===== src/rtl/adc_pkg.sv =====
// rtl/adc_pkg.sv - shared state encoding and widths for the AD7643 sequencer
package adc_pkg;

  localparam int SAMP_W = 18;
  localparam int ADR_W  = 14;
  localparam int DATA_W = SAMP_W - 2;

  typedef enum logic [2:0] {
    S_IDLE   = 3'd0,
    S_CNV    = 3'd1,
    S_WAITB  = 3'd2,
    S_SHIFT  = 3'd3,
    S_STORE0 = 3'd4,
    S_STORE1 = 3'd5,
    S_GAPW   = 3'd6
  } adc_state_t;

endpackage


===== src/rtl/adc_serial_rx.sv =====
// rtl/adc_serial_rx.sv - ADSCLK generator and dual 18-bit MSB-first shifter
module adc_serial_rx
  import adc_pkg::*;
#(
  parameter int SCLK_HALF = 2
) (
  input  logic              CLK,
  input  logic              RST,
  input  logic              start,
  input  logic              clr,
  input  logic              sdout0,
  input  logic              sdout1,
  output logic              sclk,
  output logic              done,
  output logic [SAMP_W-1:0] word0,
  output logic [SAMP_W-1:0] word1
);

  logic       active_q;
  logic [7:0] hcnt_q;
  logic [4:0] bcnt_q;

  always_ff @(posedge CLK) begin
    if (RST) begin
      active_q <= 1'b0;
      sclk     <= 1'b0;
      done     <= 1'b0;
      hcnt_q   <= '0;
      bcnt_q   <= '0;
      word0    <= '0;
      word1    <= '0;
    end else begin
      done <= 1'b0;
      if (clr) begin
        active_q <= 1'b0;
        sclk     <= 1'b0;
        hcnt_q   <= '0;
        bcnt_q   <= '0;
      end else if (start) begin
        active_q <= 1'b1;
        sclk     <= 1'b0;
        hcnt_q   <= '0;
        bcnt_q   <= '0;
        word0    <= '0;
        word1    <= '0;
      end else if (active_q) begin
        if (hcnt_q == 8'(SCLK_HALF - 1)) begin
          hcnt_q <= '0;
          // data is captured on the same CLK edge that raises ADSCLK
          if (!sclk) begin
            sclk  <= 1'b1;
            word0 <= {word0[SAMP_W-2:0], sdout0};
            word1 <= {word1[SAMP_W-2:0], sdout1};
          end else begin
            sclk <= 1'b0;
            if (bcnt_q == 5'(SAMP_W - 1)) begin
              active_q <= 1'b0;
              done     <= 1'b1;
            end else begin
              bcnt_q <= bcnt_q + 5'd1;
            end
          end
        end else begin
          hcnt_q <= hcnt_q + 8'd1;
        end
      end
    end
  end

endmodule


===== src/rtl/adc_seq_ctrl.sv =====
// rtl/adc_seq_ctrl.sv - dual AD7643 conversion sequencer writing samples to memory
module adc_seq_ctrl
  import adc_pkg::*;
#(
  parameter int CNV_LOW   = 4,
  parameter int SCLK_HALF = 2,
  parameter int BUSY_TMO  = 512,
  parameter int GAP       = 8
) (
  input  logic              CLK,
  input  logic              RST,
  input  logic              START,
  input  logic              ABORT,
  input  logic [ADR_W-1:0]  NSAMP,
  input  logic [ADR_W-1:0]  BASE,
  input  logic              ADBUSY0,
  input  logic              ADBUSY1,
  input  logic              ADSDOUT0,
  input  logic              ADSDOUT1,
  output logic              ADCNVST,
  output logic              ADCS,
  output logic              ADSCLK,
  output logic              WEN,
  output logic [ADR_W-1:0]  WADR,
  output logic [DATA_W-1:0] WDATA,
  output logic              RUN,
  output logic              DONE,
  output logic              ERR
);

  adc_state_t        state_q, state_d;
  logic [15:0]       tmr_q, tmr_d;
  logic              seen0_q, seen1_q;
  logic [ADR_W-1:0]  nsamp_q, adr_q, cnt_q;
  logic [SAMP_W-1:0] word0, word1;
  logic              rx_start, rx_done;
  logic              accept, abort_run, wr0, wr1, done_set, err_set;

  assign accept    = (state_q == S_IDLE) && START && !ABORT;
  assign abort_run = (state_q != S_IDLE) && ABORT;

  adc_serial_rx #(.SCLK_HALF(SCLK_HALF)) u_rx (
    .CLK    (CLK),
    .RST    (RST),
    .start  (rx_start),
    .clr    (abort_run),
    .sdout0 (ADSDOUT0),
    .sdout1 (ADSDOUT1),
    .sclk   (ADSCLK),
    .done   (rx_done),
    .word0  (word0),
    .word1  (word1)
  );

  always_comb begin
    state_d  = state_q;
    tmr_d    = tmr_q + 16'd1;
    rx_start = 1'b0;
    wr0      = 1'b0;
    wr1      = 1'b0;
    done_set = 1'b0;
    err_set  = 1'b0;
    if (abort_run) begin
      state_d  = S_IDLE;
      done_set = 1'b1;
    end else begin
      case (state_q)
        S_IDLE: begin
          tmr_d = '0;
          if (accept) begin
            if (NSAMP == '0) done_set = 1'b1;
            else             state_d  = S_CNV;
          end
        end
        S_CNV: begin
          if (tmr_q == 16'(CNV_LOW - 1)) begin
            state_d = S_WAITB;
            tmr_d   = '0;
          end
        end
        S_WAITB: begin
          if (seen0_q && seen1_q && !ADBUSY0 && !ADBUSY1) begin
            state_d  = S_SHIFT;
            rx_start = 1'b1;
            tmr_d    = '0;
          end else if (tmr_q == 16'(BUSY_TMO - 1)) begin
            state_d  = S_IDLE;
            err_set  = 1'b1;
            done_set = 1'b1;
          end
        end
        S_SHIFT: begin
          if (rx_done) begin
            state_d = S_STORE0;
            tmr_d   = '0;
          end
        end
        // each store state spends two cycles so WEN always has a low cycle between writes
        S_STORE0: begin
          if (tmr_q == '0) begin
            wr0 = 1'b1;
          end else begin
            state_d = S_STORE1;
            tmr_d   = '0;
          end
        end
        S_STORE1: begin
          if (tmr_q == '0) begin
            wr1 = 1'b1;
          end else if (cnt_q == nsamp_q) begin
            state_d  = S_IDLE;
            done_set = 1'b1;
          end else begin
            state_d = S_GAPW;
            tmr_d   = '0;
          end
        end
        S_GAPW: begin
          if (tmr_q == 16'(GAP - 1)) begin
            state_d = S_CNV;
            tmr_d   = '0;
          end
        end
        default: state_d = S_IDLE;
      endcase
    end
  end

  always_ff @(posedge CLK) begin
    if (RST) begin
      state_q <= S_IDLE;
      tmr_q   <= '0;
      seen0_q <= 1'b0;
      seen1_q <= 1'b0;
      nsamp_q <= '0;
      adr_q   <= '0;
      cnt_q   <= '0;
      ADCNVST <= 1'b1;
      ADCS    <= 1'b1;
      WEN     <= 1'b0;
      WADR    <= '0;
      WDATA   <= '0;
      RUN     <= 1'b0;
      DONE    <= 1'b0;
      ERR     <= 1'b0;
    end else begin
      state_q <= state_d;
      tmr_q   <= tmr_d;
      seen0_q <= (state_q == S_WAITB) && (seen0_q || ADBUSY0);
      seen1_q <= (state_q == S_WAITB) && (seen1_q || ADBUSY1);
      if (accept) begin
        nsamp_q <= NSAMP;
        adr_q   <= BASE;
        cnt_q   <= '0;
      end
      if (wr0 || wr1) adr_q <= adr_q + 14'd1;
      if (wr1)        cnt_q <= cnt_q + 14'd1;
      ADCNVST <= (state_d != S_CNV);
      ADCS    <= !(state_d inside {S_CNV, S_WAITB, S_SHIFT});
      RUN     <= (state_d != S_IDLE);
      DONE    <= done_set;
      WEN     <= wr0 || wr1;
      if (wr0 || wr1) begin
        WADR  <= adr_q;
        WDATA <= wr0 ? word0[SAMP_W-1:2] : word1[SAMP_W-1:2];
      end
      if (accept)       ERR <= 1'b0;
      else if (err_set) ERR <= 1'b1;
    end
  end

endmodule


===== config.mk =====
export PLATFORM = sky130hd
export DESIGN_NAME = adc_seq_ctrl
export DESIGN_NICKNAME = d
export VERILOG_FILES = /design/src/rtl/adc_pkg.sv /design/src/rtl/adc_serial_rx.sv /design/src/rtl/adc_seq_ctrl.sv
export SDC_FILE = /design/constraint.sdc
export NUM_CORES = 1
export LEC_CHECK = 0
export CORE_MARGIN = 2
export CORE_UTILIZATION = 48
export CTS_CLUSTER_SIZE = 8
export DETAILED_ROUTE_END_ITERATION = 8
export GPL_ROUTABILITY_DRIVEN = 0
export PLACE_DENSITY = 0.69
export SYNTH_ARGS = -nofsm -noshare
export SYNTH_HDL_FRONTEND = slang
export SYNTH_HIERARCHICAL = 1
export SYNTH_SLANG_ARGS = --single-unit

===== constraint.sdc =====
create_clock -name CLK -period 2.7 [get_ports CLK]
set_input_delay 0.27 -clock CLK [delete_from_list [all_inputs] [get_ports CLK]]
set_output_delay 0.27 -clock CLK [all_outputs]
set_load 0.01 [all_outputs]

==> impl_metrics.env <==
export IMPL_post_cts_setup_buffers=0
export IMPL_wl_met2_mm=7.663
export IMPL_hp_class="input pin to register"
export IMPL_synth_async_reset_ratio=0
export IMPL_drt_first_pass_iters=5
export IMPL_cts_sinks=151
export IMPL_routed_top_layer="met4"
export IMPL_endpoint_kind="register"
export IMPL_power_density_mw_per_mm2=600.4
export IMPL_period_needed_ns=2.390
export IMPL_syn_num_nets=831
export IMPL_cp_arrival_ns=2.67
export IMPL_syn_area_sq_mm=0.006842
export IMPL_num_vias=5881
export IMPL_worst_hold_path_num_cells=2
export IMPL_relSlewSlack=0.5368
export IMPL_die_h_um=123.4
export IMPL_startpoint="state_q[2]"
export IMPL_grt_usage=0.2144
export IMPL_setup_viol=0
export IMPL_insertion_delay_ns=0.42
export IMPL_synth_flop_cell="dfxtp_1"
export IMPL_reg2reg_depth=6
export IMPL_final_util=0.5930
export IMPL_cts_max_level=4
export IMPL_routedLengthMet1_mm=7.143
export IMPL_min_from="RST"
export IMPL_whs_ns=0.2713
export IMPL_synth_area_per_cell_sq_um=8.693
export IMPL_cp_slowest_cell="nor4_1"
export IMPL_synth_edff_count=0
export IMPL_rows=43
export IMPL_synth_commonest_cells="151 x dfxtp_1, 91 x nand2_1, 66 x nor2_1"
export IMPL_cp_start_kind="register"
export IMPL_syn_instance_count=787
export IMPL_clock_skew_ns=0.009935
export IMPL_synth_fa_ha_area_frac=0.01463
export IMPL_cts_tree="done"
export IMPL_portBuffers=72
export IMPL_ff2ff_setup_slack_ns=0.31
export IMPL_muxShareOfSynthArea=0.02487
export IMPL_hold_violations=0
export IMPL_initial_utilization=0.4929
export IMPL_ir_drop_v=0.0005502
export IMPL_yosys_area_share_xor_xnor=0.05377
export IMPL_max_freq_ghz=0.4185
export IMPL_fin_cells=1033
export IMPL_synth_top_family_by_area="simple AND/OR/NAND/NOR gates"
export IMPL_synth_compound_area_frac=0.1549
export IMPL_synth_simple_area_share=0.2632
export IMPL_ctsRootBufferMaster="clkbuf_16"
export IMPL_clk_pin_slew_ns=0.06
export IMPL_critical_path_class="register to register"
export IMPL_reg2reg_from="state_q[2]"
export IMPL_min_to="state_q[2]"
export IMPL_grt_pass1_wl_mm=26.23
export IMPL_grt_pass1_vias=5703
export IMPL_maxCapViolCount=0
export IMPL_grt_max_degree=61
export IMPL_clockBufferDepth=2
export IMPL_dp_hpwl_mm=10.78
export IMPL_ys_warn_count=6
export IMPL_rsz0062_at_grt="no"
export IMPL_viasPerCell=5.693
export IMPL_leakage_nw=2.758
export IMPL_crit_family="simple AND/OR/NAND/NOR gates"
export IMPL_status="finished, final reports clean"
export IMPL_synth_cell_types=65
export IMPL_cp_slowest_stage_delay_ns=0.57
export IMPL_overflow=0
export IMPL_wl_met3_um=802
export IMPL_drc=0
export IMPL_coreArea_sq_mm=0.01388
export IMPL_drv_slew=0
export IMPL_critical_path_buf_inv_count=1
export IMPL_layout_drive_gt1_share=0.07855
export IMPL_ys_top_cells_by_area="dfxtp_1 44%, nand2_1 5.0%, a21oi_1 4.4%"
export IMPL_worstReg2RegEnd="adr_q[9]"
export IMPL_cp_cell_sequence="inv_1, nor4_1, nand2_1, nor3_1, a211o_1, a21oi_1"
export IMPL_ys_ff_latch=151
export IMPL_synth_top_area_frac=0.4418
export IMPL_ant_nets=0
export IMPL_die_area_sq_mm=0.01522
export IMPL_synth_most_common_cell="dfxtp_1"
export IMPL_seq_area_frac_synth=0.4418
export IMPL_numCtsBuffers=17
export IMPL_fin_crit_sh=0.8850
export IMPL_ios=73
export IMPL_dr_first_iter_drc_count=467
export IMPL_die_x_um=123.4
export IMPL_crit_fanout=11
export IMPL_synth_area_leader_cell="dfxtp_1"
export IMPL_synthToLayoutAreaGrowth_pct=20.32
export IMPL_setup_tns_ns=0
export IMPL_worst_pin_slew_ns=0.6884
export IMPL_cp_data_required_time_ns=2.98
export IMPL_nets=885
export IMPL_antenna_found_initial=0
export IMPL_antennaDiodeCount=0
export IMPL_routed_wirelength_mm=15.90
export IMPL_drt_wirelength_per_cell_um=15.39
export IMPL_hold_buffers=0
export IMPL_dp_cells=1002
==> how the worst max path moves through the flow <==
| stage | to | slack, ns | depth (start not counted) |
|---|---|---|---|
| after CTS | u_rx/hcnt_q[1] | 0.20 | 6 |
| final | adr_q[9] | 0.31 | 6 |
| after floorplan | u_rx/hcnt_q[1] | 0.46 | 9 |
| after detailed placement | RUN | 0.20 | 7 |
| after global placement | RUN | 0.21 | 7 |
| after global routing | RUN | 0.1 | 6 |
==> layout make-up <==
cell class | instances | area, sq um
clock buffers | 20 | 466.7
clock inverters | 11 | 113.9
fillers | 1238 | 5649
inverters | 14 | 52.55
multi-input cells | 571 | 3502
flip-flops and latches | 151 | 3023
well taps | 180 | 225.2
repair buffers | 86 | 848.3
==> worst reg2reg max path: stages (launching register included) <==
cell     delay [ns]
dfxtp_1        0.49
inv_1          0.14
nor4_1         0.57
nand2_1        0.40
nor3_1         0.41
a211o_1        0.19
a21oi_1        0.06
==> layer usage <==
metal  vias to the layer above  global-route usage
li1                       2910                   -
met2                       162              0.3589
met4                         0             0.07670
met3                        26             0.04705
met5                         -                   0
met1                      2783              0.2710
==> sequential cells by signal (all words and copies together), names as in the netlist <==
name / flops
u_rx/word0: 18
u_rx/word1: 18
WDATA: 16
tmr_q: 16
WADR: 14
adr_q: 14
cnt_q: 14
nsamp_q: 14
u_rx/hcnt_q: 8
u_rx/bcnt_q: 5
state_q: 3
ADCNVST: 1
ADCS: 1
DONE: 1
ERR: 1
RUN: 1
WEN: 1
seen0_q: 1
seen1_q: 1
u_rx/active_q: 1
u_rx/done: 1
u_rx/sclk: 1
==> report_power, final <==
group	switching [mW]	internal, mW
Clock	0.945	1.35
Sequential	0.0395	2.27
Combinational	0.182	0.157
Total	1.17	3.78
==> timing repair <==
action / in CTS / in global routing
endpoints found under the setup margin: 0 / 2
hold endpoints to repair: 0 / 0
gates resized for setup: 0 / 1
==> through the flow <==
| step | area (sq um) | worst slack (ns) | total power, mW |
|---|---|---|---|
| 2_1_floorplan | 6842 | 0.4624 | 2.549 |
| 3_3_place_gp | 7647 | 0.2075 | 2.682 |
| 3_5_place_dp | 7647 | 0.2010 | 2.691 |
| 4_1_cts | 8228 | 0.1986 | 4.987 |
| 5_1_grt | 8232 | 0.09638 | 5.117 |
| 6_report | 8232 | 0.3105 | 4.942 |
==> cell usage in the layout (no fill, tap or decap), types with 6 or more instances in the layout <==
cell type / Yosys / routed
ha_1: 8 / 8
nand4_1: 18 / 18
or3_1: 6 / 6
nor2_1: 66 / 66
xor2_1: 12 / 12
nor4_1: 7 / 7
buf_4: 2 / 13
a211oi_1: 17 / 17
clkbuf_16: 0 / 17
a21oi_1: 60 / 60
nand3_1: 23 / 23
nand2b_1: 38 / 38
inv_1: 14 / 14
nand3b_1: 10 / 10
dfxtp_1: 151 / 151
nor3_1: 36 / 36
o22ai_1: 28 / 28
nand2_1: 91 / 91
o21ai_0: 13 / 13
clkdlybuf4s50_1: 0 / 71
xnor2_1: 30 / 30
mux2i_1: 17 / 17
and3_1: 11 / 11
==> kinds of logic (layout without fill, tap and decap cells) <==
kind of cell               count (synthesis)  after routing
muxes                                     17             17
xor gates and xnor gates                  42             42
DFF                                      151            151
adders and majority gates                  8              8
and+or+nand+nor                          340            340
buffers and inverters                     65            131
AOI/OAI and AO/OA                        164            164
Note: power is estimated with default switching activity, not from simulation.
